==> src/rtl/mem_port_arbiter.sv <==
// mem_port_arbiter: shares a single-port cache between the boot loader, 4-beat fetch bursts and data accesses
module mem_port_arbiter #(
   parameter int DATA_WIDTH = 8,
   parameter int ADDR_WIDTH = 8,
   parameter int BURST_LEN  = 4
) (
   input  logic                  clk,
   input  logic                  rst_n,
   input  logic                  ld_req,
   input  logic                  ld_we,
   input  logic                  ld_last,
   input  logic [ADDR_WIDTH-1:0] ld_addr,
   input  logic [DATA_WIDTH-1:0] ld_wdata,
   output logic                  ld_gnt,
   input  logic                  if_req,
   input  logic [ADDR_WIDTH-1:0] if_addr,
   output logic                  if_gnt,
   output logic                  if_rvalid,
   output logic [1:0]            if_beat,
   output logic [DATA_WIDTH-1:0] if_rdata,
   input  logic                  dm_req,
   input  logic                  dm_we,
   input  logic [ADDR_WIDTH-1:0] dm_addr,
   input  logic [DATA_WIDTH-1:0] dm_wdata,
   output logic                  dm_gnt,
   output logic                  dm_rvalid,
   output logic [DATA_WIDTH-1:0] dm_rdata,
   output logic                  mem_en,
   output logic                  mem_we,
   output logic [ADDR_WIDTH-1:0] mem_addr,
   output logic [DATA_WIDTH-1:0] mem_wdata,
   input  logic [DATA_WIDTH-1:0] mem_rdata,
   output logic                  init_done
);
   typedef enum logic [1:0] {BOOT, IDLE, BURST} state_t;
   state_t state, state_n;
   logic [1:0] cnt, cnt_n;
   logic rr, rr_n;
   logic [ADDR_WIDTH-1:0] base, base_n;
   always_comb begin
      state_n = state;
      cnt_n = cnt;
      rr_n = rr;
      base_n = base;
      ld_gnt = 1'b0;
      if_gnt = 1'b0;
      dm_gnt = 1'b0;
      mem_en = 1'b0;
      mem_we = 1'b0;
      mem_addr = '0;
      mem_wdata = '0;
      case (state)
         BOOT: begin
            ld_gnt = ld_req;
            mem_en = ld_req;
            mem_we = ld_req && ld_we;
            mem_addr = ld_req ? ld_addr : '0;
            mem_wdata = ld_req ? ld_wdata : '0;
            if (ld_req && ld_last) state_n = IDLE;
         end
         IDLE: begin
            // rr breaks ties only; a lone requester always wins and rr then favours the other
            if (if_req && (!dm_req || !rr)) begin
               if_gnt = 1'b1;
               mem_en = 1'b1;
               mem_addr = if_addr;
               base_n = if_addr;
               cnt_n = 2'd1;
               rr_n = 1'b1;
               state_n = BURST;
            end else if (dm_req) begin
               dm_gnt = 1'b1;
               mem_en = 1'b1;
               mem_we = dm_we;
               mem_addr = dm_addr;
               mem_wdata = dm_wdata;
               rr_n = 1'b0;
            end
         end
         BURST: begin
            mem_en = 1'b1;
            mem_addr = base + ADDR_WIDTH'(cnt);
            cnt_n = cnt + 2'd1;
            if (cnt == 2'(BURST_LEN - 1)) begin
               cnt_n = 2'd0;
               state_n = IDLE;
            end
         end
         default: state_n = BOOT;
      endcase
   end
   always_ff @(posedge clk) begin
      if (!rst_n) begin
         state <= BOOT;
         cnt <= 2'd0;
         rr <= 1'b0;
         base <= '0;
         init_done <= 1'b0;
         if_rvalid <= 1'b0;
         if_beat <= 2'd0;
         dm_rvalid <= 1'b0;
      end else begin
         state <= state_n;
         cnt <= cnt_n;
         rr <= rr_n;
         base <= base_n;
         init_done <= state_n != BOOT;
         if_rvalid <= if_gnt || state == BURST;
         if_beat <= state == BURST ? cnt : 2'd0;
         dm_rvalid <= dm_gnt && !dm_we;
      end
   end
   assign if_rdata = if_rvalid ? mem_rdata : '0;
   assign dm_rdata = dm_rvalid ? mem_rdata : '0;
endmodule
==> config.mk <==
export PLATFORM = sky130hd
export DESIGN_NAME = mem_port_arbiter
export DESIGN_NICKNAME = d
export VERILOG_FILES = /design/src/rtl/mem_port_arbiter.sv
export SDC_FILE = /design/constraint.sdc
export NUM_CORES = 1
export LEC_CHECK = 0
export CORE_MARGIN = 10
export CORE_UTILIZATION = 30
export CTS_CLUSTER_SIZE = 24
export DETAILED_ROUTE_END_ITERATION = 8
export PLACE_DENSITY = 0.76
export SYNTH_ARGS = -nofsm -noshare
export SYNTH_HDL_FRONTEND = slang
export SYNTH_SLANG_ARGS = --single-unit
==> constraint.sdc <==
create_clock -name clk -period 1.66 [get_ports clk]
set_input_delay 0.332 -clock clk [delete_from_list [all_inputs] [get_ports clk]]
set_output_delay 0.332 -clock clk [all_outputs]
set_load 0.02 [all_outputs]
[Word level (Yosys, flattened, before mapping)]
Index checks and enable logic that the tools add are counted.
Word-level totals
  logic and storage cells: 61
  bits in writable memories: 0
  memory bits (read-only): 0
  register bits: 18
  bits of input ports: 56
  memories: 0
  output and inout port bits: 42
  bits in latches: 0
Cells by class
  multiply operators: 0
  $add $sub $neg: 2
  muxes and demuxes: 30
  divide/modulo/power cells: 0
  bitwise logic cells: 0
  $lt $le $gt $ge: 0
  equality and inequality tests: 4
  reduce and logical (&&, ||, !) cells: 17
  shift-type cells: 0
Operator list (count)
  $mux 8: 8
  $pmux 8 s3: 1
  $pmux 8 s2: 1
  $mux 1: 11
  $mux 2: 5
  $add 8x2->8: 1
  $reduce_and 2->1: 4
  $pmux 2 s3: 1
  $reduce_bool 2->1: 3
  $eq 2x2->1 const B: 2
  $logic_and 1x1->1: 4
  $pmux 2 s2: 1
  $logic_not 1->1: 3
  $pmux 1 s3: 1
  $add 2x1->2 const B: 1
  $eq 2x1->1 const B: 1
  $logic_not 2->1: 1
  $logic_or 1x1->1: 2
  $ne 2x2->1 const B: 1
  $pmux 1 s2: 1

[Logic depth before layout (Yosys ltp)]
  depth after elaboration: 6
  mapped depth: 7
  mapped depth without buffers: 5

[Least setup slack after synthesis]
OpenSTA, ideal clock, no wires.
  path kind: register to output
  start point: register cnt[0]
  end point: output mem_addr[6]
  data required time: 1.328 ns
  data arrival time: 1.574 ns
  cell stages (with the launch flop): 6
  path buffers: 0
  setup slack: -0.246 ns
  path through: dfxtp_1 ha_1 fa_1 a31oi_1 o21ai_0 a31oi_1
On the way
  word-level cells in the longest chain between the ends: 2
Ends and longest elaborated chain
  start, declared: RTL line 37  | logic [1:0] cnt, cnt_n;
  start signal, assigned: RTL line 104  | cnt <= cnt_n;
  $add 8x2->8: RTL line 82  | mem_addr = base + ADDR_WIDTH'(cnt);
  $pmux 8 s3: RTL line 52  | case (state)
  end, declared: RTL line 30  | output logic [ADDR_WIDTH-1:0] mem_addr,
No other way between the ends.

[Worst setup path after layout]
Ends and elaborated chain as after synthesis.

==> impl_metrics.env <==
export IMPL_dieArea_um2=7210
export IMPL_drtIter0Drc=78
export IMPL_cpMaxStageDelayCell="fa_2"
export IMPL_synth_simple_area_share_pct=29.6
export IMPL_vias=1757
export IMPL_holdWs_ns=0.475
export IMPL_arrival_ns=1.83
export IMPL_cp_max_fo=4
export IMPL_clkPwrFrac_pct=23.4
export IMPL_worst_path_dominant_cell_family="adder cells"
export IMPL_drc=0
export IMPL_setup_viol=20
export IMPL_dr_pass1_iters=4
export IMPL_startpoint_type="flip-flop"
export IMPL_seqPwrFrac_pct=33.5
export IMPL_syn_inst=145
export IMPL_coreArea_um2=4030
export IMPL_setup_slack_ns=-0.500
export IMPL_grt_overflow_total=0
export IMPL_path_clk_slew_ns=0.07
export IMPL_async_reset_ff_share_pct=0
export IMPL_nets=362
export IMPL_multi_input_area_um2=932
export IMPL_portBuffers=97
export IMPL_start_util_pct=31.4
export IMPL_n_antenna_cell=0
export IMPL_vdd_drop_max_mv=0.380
export IMPL_critPathKind="reg2out"
export IMPL_slew_headroom_pct=75.9
export IMPL_wl_per_cell_um=17.8
export IMPL_skew_ns=0.00372
export IMPL_grt_pass1_wl_um=9360
export IMPL_final_core_utilization_pct=73.0
export IMPL_report_final_slew_viol_count=0
export IMPL_synth_top_family_by_area="simple AND/OR/NAND/NOR gates"
export IMPL_crit_top_cell="a31oi_2"
export IMPL_swShare_pct=29.7
export IMPL_grt_max_degree=13
export IMPL_cts_sinks=18
export IMPL_fp_row_count=23
export IMPL_synth_warnings=0
export IMPL_hold_class="reg2reg"
export IMPL_cts_buffer_depth=2
export IMPL_place_inst=320
export IMPL_status="complete, but fails checks"
export IMPL_fin_setup_tns_ns=-5.56
export IMPL_cap_violations=0
export IMPL_reg2reg_from="state[0]$_SDFF_PN0_"
export IMPL_mappedNetlistArea_um2=1260
export IMPL_leakage_nw=1.34
export IMPL_cts_tree="done"
export IMPL_htreeDepth=1
export IMPL_cp_end_kind="output port"
export IMPL_fp_dieW_um=84.9
export IMPL_routed_wl_um=6230
export IMPL_cp_required_ns=1.33
export IMPL_dp_hpwl_um=4370
export IMPL_worstPathCellList="ha_4 -> fa_2 -> a31oi_2 -> o21ai_2 -> a31oi_2 -> buf_4"
export IMPL_final_common_cell="clkdlybuf4s50_1"
export IMPL_worstSetupPathDepth=6
export IMPL_synth_top_flop_cell="dfxtp_1"
export IMPL_path_buf_inv=1
export IMPL_crit_start="cnt[0]$_SDFFE_PN0P_"
export IMPL_place_gp_congestion=0.843
export IMPL_fin_crit_sh_pct=130
export IMPL_drive_gt1_share_pct=39.0
export IMPL_synth_compound_area_share_pct=27.6
export IMPL_syn_num_nets=205
export IMPL_cpPeakStageDelay_ns=0.40
export IMPL_via_per_inst=5.02
export IMPL_synth_seq_cells=18
export IMPL_seq_area_frac_synth_pct=28.5
export IMPL_netSwitchingPower_uw=405
export IMPL_ys_types=42
export IMPL_hold_viol=0
export IMPL_placed_area_um2=2550
export IMPL_layout_common_cells="clkdlybuf4s50_1, buf_4, buf_6"
export IMPL_violations="setup timing"
export IMPL_io_pins=98
export IMPL_grt_total_usage_pct=15.6
export IMPL_clock_latency_ns=0.26
export IMPL_fmax_ghz=0.463
export IMPL_antenna_found_initial=0
export IMPL_synthXorXnorAreaFrac_pct=3.46
export IMPL_finalNonFillerCells=350
export IMPL_combPwrFrac_pct=43.1
export IMPL_synthMuxAreaShare_pct=0
export IMPL_cts_made_buffers=3
export IMPL_synthAdderAreaFrac_pct=4.55
export IMPL_grt_pass1_vias=1815
export IMPL_rrSetupSlack_ns=0.25
export IMPL_power_density_nw_per_um2=465
export IMPL_reg2regPathDepth=7
export IMPL_ant_nets=0
export IMPL_fillCellCount=299
export IMPL_rsz0062_at_grt="yes"
export IMPL_power_internal_uw=962
export IMPL_fin_crit_ns=2.16
export IMPL_syn_area_per_cell_um2=8.72
export IMPL_power_mw=1.37
export IMPL_tightest_slew_ns=0.362
export IMPL_die_h_um=84.9
export IMPL_cts_root_buf="clkbuf_8"
export IMPL_synth_edf_count=0
export IMPL_area_growth_pct=133
export IMPL_dp_slack_ns=-0.902
export IMPL_final_area_um2=2940
export IMPL_rr_endpoint="cnt[0]$_SDFFE_PN0P_"
export IMPL_endpoint="mem_addr[6]"
export IMPL_cts_hold_buf=0
export IMPL_register_area_um2=374
-- per-layer routing --
layer  track usage (%)  up-vias  share of wire, %
li1                  -      846                 -
met4              3.14        0               2.3
met1              17.2      819                39
met2              28.1       79                50
met3              5.64       13               7.8
met5                 0        -                 0
-- repair_timing --
action | 4_1_cts | 5_1_grt
setup endpoints to repair | 39 | 21
gates resized for setup | 161 | 28
pin swaps | 19 | 19
hold endpoints to repair | 0 | 0
setup buffers | 16 | 9
cloned | 2 | 0
-- worst min-delay path, cell delays in order (launching register included) --
cell and delay, ns:
dfxtp_2 0.34, nand2_1 0.05, a21boi_1 0.05
-- layout make-up --
cell class	instances	area share (%)
Timing Repair Buffer	160	51.6
Multi-Input combinational cell	117	31.7
Sequential cell	18	12.7
Tap cell	50	2.13
Clock buffer	3	1.40
Inverter	2	0.510
-- worst min-delay path by stage --
stage	startpoint	end	slack, ns	depth (start not counted)
finish	base[0]$_SDFFE_PN0P_	base[0]$_SDFFE_PN0P_	0.47	2
global route	base[0]$_SDFFE_PN0P_	base[0]$_SDFFE_PN0P_	0.50	2
CTS	base[7]$_SDFFE_PN0P_	base[7]$_SDFFE_PN0P_	0.47	2
detailed placement	base[7]$_SDFFE_PN0P_	base[7]$_SDFFE_PN0P_	0.46	2
global placement	base[7]$_SDFFE_PN0P_	base[7]$_SDFFE_PN0P_	0.45	2
floorplan	dm_we	dm_rvalid$_SDFF_PN0_	0.41	1
-- Yosys cell counts, drive strengths merged (3+ instances only) --
library cell	count	area, um^2
and2	17	106
nand3	3	15.0
a21oi	3	15.0
a21boi	12	97.6
nand2	22	90.1
a222oi	6	60.1
nor2b	6	45.0
buf	6	57.6
ha	3	37.5
and3	3	18.8
clkbuf	3	12.5
dfxtp	18	360
a22oi	3	22.5
xor2	4	35.0
a22o	9	78.8
o21ai	6	30.0
-- power groups by stage --
stage          clock network [mW]  registers (mW)  logic [mW]
2_1_floorplan                   0           0.471       0.196
3_3_place_gp                    0           0.467       0.492
3_5_place_dp                    0           0.468       0.497
4_1_cts                     0.319           0.460       0.551
5_1_grt                     0.342           0.459       0.625
6_report                    0.320           0.458       0.589
-- kinds of logic (layout without fill, tap and decap cells) --
kind of cell	count (synthesis)	in the layout
xor gates and xnor gates	5	5
DFF	18	18
adders and majority gates	4	4
buffers and inverters	11	165
AOI/OAI and AO/OA	45	45
and+or+nand+nor	62	63
-- state kept, by name, summed over array words and instances (netlist names) --
register,flops
state,2
cnt,2
dm_rvalid,1
if_beat,2
if_rvalid,1
init_done,1
base,8
rr,1
Note: power is estimated with default switching activity, not from simulation.
